`src/rtl/video_timing_gen.sv`:
```
// Raster timing source: pixel divider, h/v counters, sync/vde/marker outputs.
// Optional macro VIDEO_TIMING_GEN_PIPE_ALIGN_EN delays hsync/vsync/vde by PIPE_STAGES ticks.
module video_timing_gen #(
   parameter int H_VISIBLE   = 640,
   parameter int H_FRONT     = 16,
   parameter int H_SYNC      = 96,
   parameter int H_BACK      = 48,
   parameter int V_VISIBLE   = 480,
   parameter int V_FRONT     = 10,
   parameter int V_SYNC      = 2,
   parameter int V_BACK      = 33,
   parameter int CLK_DIV     = 1,
   parameter int SYNC_POL    = 0,
   parameter int PIPE_STAGES = 2
) (
   input  logic       Clk,
   input  logic       Reset,
   input  logic       run,
   output logic [9:0] DrawX,
   output logic [9:0] DrawY,
   output logic       hsync,
   output logic       vsync,
   output logic       vde,
   output logic       pix_en,
   output logic       line_end,
   output logic       frame_start
);

   localparam int H_TOTAL = H_VISIBLE + H_FRONT + H_SYNC + H_BACK;
   localparam int V_TOTAL = V_VISIBLE + V_FRONT + V_SYNC + V_BACK;

   localparam logic [2:0] DIV_LAST = 3'(CLK_DIV - 1);
   localparam logic [9:0] H_LAST   = 10'(H_TOTAL - 1);
   localparam logic [9:0] V_LAST   = 10'(V_TOTAL - 1);
   localparam logic [9:0] H_VIS    = 10'(H_VISIBLE);
   localparam logic [9:0] V_VIS    = 10'(V_VISIBLE);
   localparam logic [9:0] HS_FIRST = 10'(H_VISIBLE + H_FRONT);
   localparam logic [9:0] HS_END   = 10'(H_VISIBLE + H_FRONT + H_SYNC);
   localparam logic [9:0] VS_FIRST = 10'(V_VISIBLE + V_FRONT);
   localparam logic [9:0] VS_END   = 10'(V_VISIBLE + V_FRONT + V_SYNC);
   localparam logic       S_ACT    = (SYNC_POL != 0);
   localparam logic       S_IDLE   = ~S_ACT;

   generate
      if (CLK_DIV < 1 || CLK_DIV > 8 || PIPE_STAGES < 0 || PIPE_STAGES > 4) begin : g_bad_param
         $error("video_timing_gen: CLK_DIV must be 1..8 and PIPE_STAGES 0..4");
      end
   endgenerate

   function automatic logic sync_level(input logic active);
      return active ? S_ACT : S_IDLE;
   endfunction

   logic [2:0] div, div_nxt;
   logic [9:0] hc, vc, hc_nxt, vc_nxt;
   logic       hs_p0, vs_p0, vde_p0;

   always_comb begin
      pix_en  = run && !Reset && (div == DIV_LAST);
      div_nxt = div;
      hc_nxt  = hc;
      vc_nxt  = vc;
      if (run) begin
         div_nxt = (div == DIV_LAST) ? 3'd0 : div + 3'd1;
      end
      if (pix_en) begin
         if (hc == H_LAST) begin
            hc_nxt = 10'd0;
            vc_nxt = (vc == V_LAST) ? 10'd0 : vc + 10'd1;
         end else begin
            hc_nxt = hc + 10'd1;
         end
      end
   end

   // Stage p0: counters plus levels decoded from the next-state counters
   always_ff @(posedge Clk or posedge Reset) begin
      if (Reset) begin
         div         <= 3'd0;
         hc          <= 10'd0;
         vc          <= 10'd0;
         vde_p0      <= 1'b0;
         hs_p0       <= S_IDLE;
         vs_p0       <= S_IDLE;
         line_end    <= 1'b0;
         frame_start <= 1'b0;
      end else begin
         div         <= div_nxt;
         hc          <= hc_nxt;
         vc          <= vc_nxt;
         line_end    <= pix_en && (hc == H_LAST);
         frame_start <= pix_en && (hc_nxt == 10'd0) && (vc_nxt == V_VIS);
         // Levels freeze while run is low so a paused raster stays stable.
         if (run) begin
            vde_p0 <= (hc_nxt < H_VIS) && (vc_nxt < V_VIS);
            hs_p0  <= sync_level((hc_nxt >= HS_FIRST) && (hc_nxt < HS_END));
            vs_p0  <= sync_level((vc_nxt >= VS_FIRST) && (vc_nxt < VS_END));
         end
      end
   end

   assign DrawX = hc;
   assign DrawY = vc;

`ifdef VIDEO_TIMING_GEN_PIPE_ALIGN_EN
   generate
      if (PIPE_STAGES == 0) begin : g_no_pipe
         assign hsync = hs_p0;
         assign vsync = vs_p0;
         assign vde   = vde_p0;
      end else begin : g_pipe
         logic [PIPE_STAGES-1:0] hs_p1, vs_p1, vde_p1;

         // Stage p1: tick-advanced delay line matching the color-mapper depth
         always_ff @(posedge Clk or posedge Reset) begin
            if (Reset) begin
               hs_p1  <= {PIPE_STAGES{S_IDLE}};
               vs_p1  <= {PIPE_STAGES{S_IDLE}};
               vde_p1 <= '0;
            end else if (pix_en) begin
               hs_p1[0]  <= hs_p0;
               vs_p1[0]  <= vs_p0;
               vde_p1[0] <= vde_p0;
               for (int i = 1; i < PIPE_STAGES; i++) begin
                  hs_p1[i]  <= hs_p1[i-1];
                  vs_p1[i]  <= vs_p1[i-1];
                  vde_p1[i] <= vde_p1[i-1];
               end
            end
         end

         assign hsync = hs_p1[PIPE_STAGES-1];
         assign vsync = vs_p1[PIPE_STAGES-1];
         assign vde   = vde_p1[PIPE_STAGES-1];
      end
   endgenerate
`else
   assign hsync = hs_p0;
   assign vsync = vs_p0;
   assign vde   = vde_p0;
`endif

endmodule

```
`config.mk`:
```
export PLATFORM = sky130hd
export DESIGN_NAME = video_timing_gen
export DESIGN_NICKNAME = d
export VERILOG_FILES = /design/src/rtl/video_timing_gen.sv
export SDC_FILE = /design/constraint.sdc
export NUM_CORES = 1
export LEC_CHECK = 0
export ABC_AREA = 1
export CORE_MARGIN = 5
export CORE_UTILIZATION = 54
export CTS_BUF_LIST = sky130_fd_sc_hd__clkbuf_4 sky130_fd_sc_hd__clkbuf_8 sky130_fd_sc_hd__clkbuf_16
export DETAILED_ROUTE_END_ITERATION = 16
export GPL_ROUTABILITY_DRIVEN = 0
export GPL_TIMING_DRIVEN = 0
export PLACE_DENSITY = 0.88
export SYNTH_ARGS = -nofsm -noshare
export SYNTH_HDL_FRONTEND = slang
export SYNTH_SLANG_ARGS = --single-unit
export TNS_END_PERCENT = 50
```
`constraint.sdc`:
```
create_clock -name Clk -period 2.6 [get_ports Clk]
set_clock_uncertainty 0.15 [all_clocks]
set_input_delay 0.52 -clock Clk [delete_from_list [all_inputs] [get_ports Clk]]
set_output_delay 0.52 -clock Clk [all_outputs]
set_load 0.03 [all_outputs]
```
==> run metrics <==
status finished clean; Unique masters post-synth 32; # setup viols final 0; area of the core 3337 sq um; CP Data Required Time 1.93 ns; drc violations 0; Critical path buffers and inverters 4; die height 68.60 um; leak pwr 1.147 nW; row cnt 21; final hold violation count 0; placed wire-length estimate 3.315 mm; Post-Synth Simple-Gate Area 38.39%; synthesized instance count 266; Slew Viols, Final 0; critical path's largest stage delay 0.49 ns; CP max stage cell clkdlybuf4s50_1; async set-reset flop share out of synthesis 100.0%; max cap viols 0; crit path kind in -> out; GRT Residual Overflow 0; via/cell ratio 5.216; Pwr per Cell Area 568.5 nW/um^2; # port buffers 28; largest net degree at the start of global routing 16; Top Ports 29; Max Freq 397.8 MHz; fin cells 347; Final Core Density 67.23%; Max-Slew Margin vs Limit 55.75%; Longest Clk Path Bufs 2; ANT nets after route 0; CTS tree built; hold_ws 0.3559 ns; maximum VDD drop 509.0 uV; CTS H-tree depth 1; WL final 4.449 mm; fin crit share 96.69%; Die W 68.60 um; Compound-Gate Fraction of Synth Area 8.974%; CP max FO 10; DRT Pass-1 Iters 4; clock buffers created by TritonCTS 3; Synth Flop Type dfrtp_1; clock-pin transition on the worst setup and hold timing paths 0.14 ns; CTS root buffer clkbuf_4; mapped cell area 1854 sq um; CP arrival 1.84 ns; Mapped Nets 274; Least-Margin Pin Slew 0.6602 ns; DRT iter0 DRCs 134; Top Family by Delay on Critical Path buffers and inverters; CP startpoint kind primary input; post-layout min period 2.514 ns; Final nets 311; # diodes 0; Fillers 284; share of cells above drive strength 1 10.96%; via count 1810; post-synthesis mux area share 0%; total power 0.001275 W; clk sinks 28; Starting Density 55.57%; P&R area growth vs syn 20.99%; first-pass GRT wire length 7.507 mm; sequential share of the synthesized area 37.92%; CP cell instances clkdlybuf4s50_1, clkinvlp_4, nand2_1, nor2_4, buf_4, buf_2; unrepaired setup endpoints after global routing no; number of global-route vias before repair 1648; wire per inst 12.82 um; Placed Instances 340; #FFs+latches synth 28; XOR/XNOR share of the synthesized area 0.4723%; Final Cell Area 2243 sq um; Min-Delay Path Class reg -> reg; Synth Area in Adders 3.374%; initial antenna violation count 0; main combinational cell family by area after synthesis simple AND/OR/NAND/NOR gates; die area 4706 sq um; Tot GR Track Use 21.20%; clock latency on the worst-skew pair 0.33 ns; Avg Cell Area, Syn 6.971 sq um; Synth Warn # 0; Worst setup EP type primary output; Placed Area 2192 sq um; Post-synth EDFFs 0; # hold bufs at CTS 0
==> cell usage in the layout, fill, tap and decap left out, drive strengths merged, types with 2 or more instances in the layout <==
cell | synthesis | final
nand2 | 71 | 71
inv | 47 | 46
nor2 | 42 | 42
clkdlybuf4s50 | 0 | 27
dfrtp | 26 | 26
nand3 | 26 | 26
o21ai | 16 | 16
a21oi | 9 | 9
nand4 | 8 | 8
buf | 2 | 6
ha | 5 | 5
clkbuf | 1 | 4
nand3b | 3 | 3
o21bai | 2 | 2
dfstp | 2 | 2
clkinvlp | 0 | 2
==> flip-flops by register name (all words and copies together) (netlist names) <==
name	cells
DrawY	10
vde	1
div	3
DrawX	10
line_end	1
hsync	1
frame_start	1
vsync	1
==> timing repair <==
| item | in CTS | in global routing |
|---|---|---|
| setup endpoints to repair | 18 | 4 |
| pin swaps | 0 | 1 |
| setup buffers | 1 | 2 |
| resized for setup | 5 | 2 |
| cloned | 1 | 0 |
==> metrics by stage <==
| step | setup TNS (ns) | setup WS [ns] |
|---|---|---|
| 3_5_place_dp | -15.03 | -1.307 |
| 3_3_place_gp | -13.19 | -1.243 |
| 5_1_grt | 0 | 0.03936 |
| 2_1_floorplan | 0 | 0.01846 |
| 6_report | 0 | 0.08607 |
| 4_1_cts | 0 | 0.002304 |
==> area by class of cell <==
class | count | area [sq um] | area share [%]
well taps | 46 | 57.56 | 2.566
flip-flops and latches | 28 | 703.2 | 31.34
repair inverters | 1 | 5.005 | 0.2231
plain buffers | 3 | 22.52 | 1.004
inverters | 48 | 185.2 | 8.254
multi-input cells | 187 | 949.7 | 42.33
repair buffers | 31 | 297.8 | 13.27
clock buffers | 3 | 22.52 | 1.004
==> cells in the mapped netlist (2+ instances only) <==
cell type	n	share of area, %
nand2_1	66	13
o21bai_1	2	0.81
dfrtp_1	26	35
a21oi_1	8	2.2
dfstp_2	2	2.8
inv_2	2	0.41
o21ai_0	10	2.7
nor2_1	37	7.5
ha_1	5	3.4
o21ai_1	4	1.1
inv_1	45	9.1
nand3_1	24	6.5
nand4_1	7	2.4
nand2_2	4	1.3
o21ai_2	2	0.94
nor2_4	4	2.4
nand3b_1	3	1.2
==> cell families (layout without fill, tap and decap cells) <==
family                   after synthesis  after routing
AND/OR/NAND/NOR                      152            152
adder cells (fa/ha/maj)                5              5
AO/OA/AOI/OAI                         29             29
flip-flops                            28             28
XOR/XNOR                               1              1
buffers and inverters                 51             86
==> report_power, final <==
part           switching, W  leakage, nW  internal (W)
combinational      0.000326        0.818      0.000195
sequential        0.0000702        0.315      0.000505
clock              0.000125       0.0138     0.0000545
total              0.000521         1.15      0.000754
==> per-layer routing <==
layer,vias to the layer above,GRT usage (%),wire [um]
li1,914,-,-
met2,65,35.04,2125
met4,0,6.948,63
met3,7,2.917,255
met5,-,0,0
met1,824,28.43,2005
==> worst min-delay path: cells and delay by family, from the launching register on <==
kind | cells | cell delay [ns]
and+or+nand+nor | 1 | 0.07
AOI/OAI and AO/OA | 1 | 0.05
DFF | 1 | 0.39
==> path summary, 6_finish.rpt <==
path                                     from            endpoint  slack [ns]  cells past startpoint
min in group asynchronous               Reset  div[0]$_DFFE_PP0P_        0.50                      3
max reg2reg                DrawX[0]$_DFF_PP0_   vsync$_DFFE_PP1P_        0.39                     12
max in group asynchronous               Reset  DrawY[9]$_DFF_PP0_        1.44                      2
max                                     Reset              pix_en        0.09                      6
min reg2reg                 hsync$_DFFE_PP1P_   hsync$_DFFE_PP1P_        0.36                      2
min                         hsync$_DFFE_PP1P_   hsync$_DFFE_PP1P_        0.36                      2
Note: power is estimated with default switching activity, not from simulation.
